`config.mk`:
```
export PLATFORM = sky130hd
export DESIGN_NAME = rv32_register_file
export DESIGN_NICKNAME = d
export VERILOG_FILES = /design/src/rtl/rv_pkg.sv /design/src/rtl/regfile_read_port.sv /design/src/rtl/rv32_register_file.sv
export SDC_FILE = /design/constraint.sdc
export NUM_CORES = 2
export LEC_CHECK = 0
export ABC_AREA = 1
export BUFFER_PORTS_ARGS = -buffer_cell sky130_fd_sc_hd__buf_4
export CELL_PAD_IN_SITES_DETAIL_PLACEMENT = 1
export CELL_PAD_IN_SITES_GLOBAL_PLACEMENT = 2
export CORE_MARGIN = 2
export CORE_UTILIZATION = 36
export CTS_CLUSTER_SIZE = 16
export DETAILED_ROUTE_END_ITERATION = 12
export PLACE_DENSITY = 0.83
export SLEW_MARGIN = 20
export SYNTH_ARGS = -nofsm -noshare
export SYNTH_HDL_FRONTEND = slang
export SYNTH_HIERARCHICAL = 1
export SYNTH_SLANG_ARGS = --single-unit
```
`constraint.sdc`:
```
create_clock -name clk -period 2.2 [get_ports clk]
set_input_delay 0.11 -clock clk [delete_from_list [all_inputs] [get_ports clk]]
set_output_delay 0.11 -clock clk [all_outputs]
set_load 0.005 [all_outputs]
```
`src/rtl/rv_pkg.sv`:
```
// Shared RV32 core definitions: data width, register addressing, x0 index.
package rv_pkg;

    localparam int unsigned XLEN       = 32;
    localparam int unsigned REG_ADDR_W = 5;
    localparam int unsigned NUM_REGS   = 32;

    localparam logic [REG_ADDR_W-1:0] REG_ZERO = 5'd0;

    typedef logic [XLEN-1:0] xlen_t;

endpackage

```
`src/rtl/regfile_read_port.sv`:
```
// One combinational register-file read port; address 0 always returns zero.
module regfile_read_port
    import rv_pkg::*;
#(
    parameter int unsigned XLEN     = rv_pkg::XLEN,
    parameter int unsigned NUM_REGS = rv_pkg::NUM_REGS,
    parameter int unsigned ADDR_W   = rv_pkg::REG_ADDR_W
) (
    input  logic [ADDR_W-1:0]                 addr,
    input  logic [NUM_REGS-1:1][XLEN-1:0]     regs,
    output logic [XLEN-1:0]                   data
);

    // Select the addressed register; x0 is not stored, so no entry matches it and the default zero remains.
    always_comb begin
        data = '0;
        for (int unsigned i = 1; i < NUM_REGS; i++) begin
            if (addr == ADDR_W'(i)) begin
                data = regs[i];
            end
        end
    end

endmodule

```
`src/rtl/rv32_register_file.sv`:
```
// RV32I integer register file: 31 stored registers (x1..x31), x0 reads zero,
// two combinational read ports and one synchronous write port.
module rv32_register_file
    import rv_pkg::*;
#(
    parameter int unsigned XLEN     = rv_pkg::XLEN,
    parameter int unsigned NUM_REGS = rv_pkg::NUM_REGS,
    parameter int unsigned ADDR_W   = rv_pkg::REG_ADDR_W
) (
    input  logic              clk,
    input  logic              rst,
    input  logic              write_enable,
    input  logic [ADDR_W-1:0] rs1_addr,
    input  logic [ADDR_W-1:0] rs2_addr,
    input  logic [ADDR_W-1:0] rd_addr,
    input  logic [XLEN-1:0]   rd_data,
    output logic [XLEN-1:0]   rs1_data,
    output logic [XLEN-1:0]   rs2_data
);

    logic [NUM_REGS-1:1][XLEN-1:0] regs;
    logic [NUM_REGS-1:1]           wr_sel;

    // Write decoder: one-hot select of the destination; rd_addr 0 selects nothing, so x0 writes are dropped.
    always_comb begin
        wr_sel = '0;
        for (int unsigned i = 1; i < NUM_REGS; i++) begin
            wr_sel[i] = write_enable && (rd_addr == ADDR_W'(i));
        end
    end

    // Storage: cleared asynchronously while rst is low, otherwise the selected register captures rd_data.
    always_ff @(posedge clk or negedge rst) begin
        if (!rst) begin
            regs <= '0;
        end else begin
            for (int unsigned i = 1; i < NUM_REGS; i++) begin
                if (wr_sel[i]) begin
                    regs[i] <= rd_data;
                end
            end
        end
    end

    regfile_read_port #(
        .XLEN     (XLEN),
        .NUM_REGS (NUM_REGS),
        .ADDR_W   (ADDR_W)
    ) u_rs1_port (
        .addr (rs1_addr),
        .regs (regs),
        .data (rs1_data)
    );

    regfile_read_port #(
        .XLEN     (XLEN),
        .NUM_REGS (NUM_REGS),
        .ADDR_W   (ADDR_W)
    ) u_rs2_port (
        .addr (rs2_addr),
        .regs (regs),
        .data (rs2_data)
    );

endmodule

```
# Word-level counts from Yosys, hierarchy flattened
# Cells that the tools add are included.
# W data, S select, Z words.
[op_classes]
reduce_logical = 31
muxes = 62
n_eq_ne = 93
[op_table]
columns = ["op", "count"]
rows = [
  ["$mux W32", 62],
  ["$eq A5 B5 Y1 const B", 48],
  ["$eq A5 B4 Y1 const B", 24],
  ["$eq A5 B3 Y1 const B", 12],
  ["$logic_and A1 B1 Y1", 31],
  ["$eq A5 B2 Y1 const B", 6],
  ["$eq A5 B1 Y1 const B", 3],
]
[totals]
regBits = 992
out_inout_bits = 64
elab_cells = 217

# Logic depth before layout (Yosys ltp)
[depth]
depth_word = 32
ltp_mapped = 22
ltp_nobuf = 21

# By module
# The synthesis kept the hierarchy.
[by_module_without_submodules]
columns = ["module", "area_each_um2", "seq_area_each_um2", "n_inst", "cells_each"]
rows = [
  ["rv32_register_file", 39434.1, 24823.8, 1, 4452],
  ["regfile_read_port", 8309.2, 0.0, 2, 1919],
]

# Worst setup path before layout
# No wires, ideal clock.
[synth_timing]
kind = "input -> output"
startpoint = "in rs1_addr[0]"
endpoint = "out rs1_data[24]"
path_slack_ns = 0.149
path_buffers = 2
cell_stages = 18
arrival_ns = 1.941
required_time_ns = 2.090
cell_sequence = "buf_2 > nand2_4 > nor3_4 > inv_2 > buf_6 > or2_0 > nand2_1 > nand4_1 > nand2_1 > nand4_1 > nor3_1 > nand4_1 > nor2_1 > nand4_1 > nor2_1 > nand4_1 > nor2_1 > nand4_1"
[synth_between]
elab_chain_cells = 32
elab_cells_between_ends = 62
cone_classes = "eq/ne (31); mux (31)"
[synth_rtl]
columns = ["item", "line_no", "source"]
rows = [
  ["start, declared", "rv32_register_file.sv:13", "input logic [ADDR_W-1:0] rs1_addr,"],
  ["$eq A5 B1 Y1", "regfile_read_port.sv:18", "if (addr == ADDR_W'(i)) begin"],
  ["$mux W32 (30 in a row)", "regfile_read_port.sv:18", ""],
  ["$mux W32 (*)", "regfile_read_port.sv:18", ""],
  ["end, declared", "rv32_register_file.sv:17", "output logic [XLEN-1:0] rs1_data,"],
]
# Mark *: on every way between the ends. The rest lies on a longest branch, timed or not.

# Worst setup path in the final report
[layout_timing]
startpoint = "reg regs[50] (netlist bit)"
endpoint = "out rs2_data[18]"
[layout_between]
elab_chain_cells = 30
[layout_rtl]
columns = ["item", "line_no", "source"]
rows = [
  ["start, declared", "rv32_register_file.sv:21", "logic [NUM_REGS-1:1][XLEN-1:0] regs;"],
  ["start signal, assigned by index", "rv32_register_file.sv:39", "regs[i] <= rd_data;"],
  ["$mux W32 (30 in a row)", "regfile_read_port.sv:18", ""],
  ["end, declared", "rv32_register_file.sv:18", "output logic [XLEN-1:0] rs2_data"],
]
# Every way passes these cells.

==> impl_results.md <==
- Mapped Cells: just over 8,000
- Comb power frac: 0.183
- Crit Path Class: reg -> out
- Max cap viols: 0
- Power, Total: 55.5 mW
- Wire length on met3: about 18 mm
- Critical R2R Launch: regs[65]$_DFFE_PN0P_
- Final hold violations: 0
- FF+latch count, synth: 992
- CP delay by family, top: simple AND/OR/NAND/NOR gates
- Register area share after synthesis: 0.443
- CP max FO: 3
- Top Registers: regs (992)
- Cell area after synthesis: between 0.05 and 0.06 mm2
- WP data required: about 2.1 ns
- Psw: 18.2 mW
- DP Area: between 0.06 and 0.07 mm2
- GRT Resource Usage Total: 0.325
- Initial antenna violation count: 17
- Synth top area share: 0.443
- Top cell type by total area after synthesis: dfrtp_1
- Vias in the first global route: around 63,000
- Fin util: 0.448
- Leakage: about 35 nW
- Final min period: 3.95 ns
- Root Driver: clkbuf_16
- Largest cells by area after synthesis: dfrtp_1 44%, nand2_1 23%, nand3_1 8.5%
- I/O pins: 114
- Syn Nets: around 8,300
- Placed cell count: around 10,000
- Via Count: about 60,000
- Routed length on met2: ~120 mm
- Pint: between 30 and 40 mW
- CP most frequent cell: nand4_1
- Later-pin clock latency in the skew report: about 0.75 ns
- Die width: 399 um
- Fin Setup TNS: -93.39 ns
- Place WS: -1.37 ns
- Worst clock skew: 0 ns
- Initial core utilization: 0.363
- Post-synthesis adder-cell area fraction: 0
- Synth unique cells: 28
- Top-count cell post-synth: nand2_1
- Drt pass-1 iters: 8
- H-tree level count: 3
- Synth top cells by count: 3,509 x nand2_1, 992 x dfrtp_1, 947 x nand3_1
- Reg2reg path depth: 3
- Worst-path cell chain: nand4_1 -> o21ai_1 -> nor2_1 -> nand4_1 -> nor2_2 -> nand4_1 -> nand2_2 -> nand3_2 -> nand2_2 -> nand3_2 -> nand2_2 -> nand3_2 -> nand2_1 -> nand4_1 -> nor2_1 -> nand4_1 -> nor2_1 -> buf_4 -> nand4_1 -> buf_4
- Final worst slack: -1.75 ns
- First-pass GRT wire length: 395 mm
- Placer Congestion: 0.912
- Switching Fraction: 0.328
- Post-Synth Simple-Gate Area: 0.468
- Number of flops mapped to enable cells by yosys: 0
- DRT iter0 DRCs: between 5,000 and 6,000
- Worst stage delay on the critical path: approximately 0.4 ns
- Post-synthesis mux area share: 0
- Max FFs per register: 992
- Power per cell area: roughly 800 mW/mm2
- Grt total ovfl: 0
- Buf+Inv Stages, Crit Path: 2
- Share of cells above drive strength 1: 0.168
- CP Launch Type: flip-flop
- Largest register by flop count: regs
- Final setup violating endpoints: 64
- Largest net degree at the start of global routing: approximately 120
- Worst Hold Path EP: regs[633]$_DFFE_PN0P_
- DP Wirelength: approximately 180 mm
- Final worst-path cycle share: 1.80
- Failing checks: setup timing
- Cell area after layout: roughly 0.069 mm2
- Worst-Margin Slew: between 0.7 and 0.8 ns
- IO buf count: ~110
- Critical-path top delay cell: dfrtp_1
- Chip height: 399 um
- Crit. End Element: primary output
- Main combinational cell family by area after synthesis: simple AND/OR/NAND/NOR gates
- Portion of total power attributed to the clock network: 0.373
- Clk slew on worst S/H paths: 0.06 ns
- Clock sink total: a little under 1,000
- Routed WL: around 260 mm
- Worst hold slack: between 0.06 and 0.07 ns
- Status: complete, but fails checks
- Drt wl/cell: roughly 24 um
- Synth Warn #: 6
- Rows: roughly 140
- Xor/xnor share of the synthesized area: 0
- Fraction of registers with async set/reset: 1.00
- Max transition margin: 0.471
- Nets: 8,621
- Hold Path Depth: 5
- Avg Inst Size Synth: 6.76 um2
- WP data arrival: roughly 3.8 ns
- HP Class: in -> reg
- Final Max Slew Viols: 0
- Drt via density: about 5.7
- Compound-Gate Fraction of Synth Area: 0.00982
- Residual DRC: 0
- Maximum vdd drop: about 0.7 mV
- Crit. Startpoint: regs[50]$_DFFE_PN0P_
- Hold_sp: write_enable
- CTS Buffer Depth: 3
- Antenna Nets Post-Route: 0
- Flop-to-flop setup slack: ~1.4 ns
- Die area: between 0.15 and 0.2 mm2
- RSZ-0062 raised after global routing: yes
- CTS tree: yes
- R2R Path End: regs[65]$_DFFE_PN0P_
- Sequential Power Share: 0.444
- Fill count: 19,300
- DRT met1 WL: around 110 mm
- Synthesis-to-finish area growth: 23.5%
- Uppermost layer routed: met5
- Fmax: 253 MHz
- Top FF cell, synth: dfrtp_1
- Num CTS Buffers: 120
- Core area: around 0.15 mm2
- Fin cells: ~11,000
## what timing repair did
item	CTS	global route
gates resized for setup	269	132
hold buffers	42	0
hold endpoints to repair	1712	0
setup endpoints to repair	64	64
pin swaps	75	147
cloned	0	0
setup buffers	0	6
## worst max path at each step
stage | to | slack (ns) | depth (start not counted)
after floorplan | rs1_data[24] | 0.15 | 18
after global placement | rs1_data[17] | -1.34 | 23
after detailed placement | rs1_data[17] | -1.37 | 23
after CTS | rs1_data[17] | -1.72 | 19
after global routing | rs1_data[28] | -1.85 | 19
final | rs2_data[18] | -1.75 | 20
## worst min-delay path, cell delays in order
cell	delay, ns
buf_4	0.12
nand2_1	0.17
inv_8	0.16
nand3_1	0.14
nand2_1	0.05
## layout make-up
| cell class | count | area [um2] | share of cell area |
|---|---|---|---|
| Sequential cell | 992 | 24800 | 0.359 |
| Multi-Input combinational cell | 6176 | 28100 | 0.406 |
| Clock inverter | 46 | 517 | 0.00747 |
| Tap cell | 2044 | 2560 | 0.0370 |
| Antenna cell | 7 | 17.5 | 0.000253 |
| Timing Repair Buffer | 785 | 7810 | 0.113 |
| Inverter | 496 | 1870 | 0.0270 |
| Clock buffer | 175 | 3490 | 0.0505 |
## power by group through the flow
stage	sequential (mW)	clock [mW]	combinational [mW]
floorplan	23.9	0	5.16
global placement	24.6	0	9.18
detailed placement	24.8	0	9.58
CTS	24.6	20.9	9.97
global route	25.1	21.6	11.2
finish	24.6	20.7	10.2
## placed cells by master (no fill, tap or decap), types with 29 or more instances in the layout
master / Yosys / final
nand4_1: 698 / 698
dlygate4sd3_1: 0 / 41
nor2_4: 4 / 47
nand2_2: 4 / 56
or2_2: 116 / 116
clkbuf_16: 0 / 122
clkbuf_1: 451 / 29
nor2_1: 737 / 532
nand3_1: 947 / 887
buf_4: 4 / 579
a21oi_1: 72 / 70
nand3_2: 2 / 61
nand2_1: 3509 / 3452
nor2_2: 23 / 185
inv_1: 478 / 474
buf_12: 0 / 136
dfrtp_1: 992 / 991
## routing by layer
| metal | vias to the layer above | track usage |
|---|---|---|
| met5 | - | 0 |
| met4 | 14 | 0.120 |
| met3 | 541 | 0.0483 |
| met2 | 2315 | 0.514 |
| met1 | 31000 | 0.450 |
| li1 | 27100 | - |
## cells by family after synthesis
family / Yosys count
AO/OA/AOI/OAI: 104
buffers and inverters: 1122
AND/OR/NAND/NOR: 6072
flip-flops: 992
(Power assumes the default switching activity.)
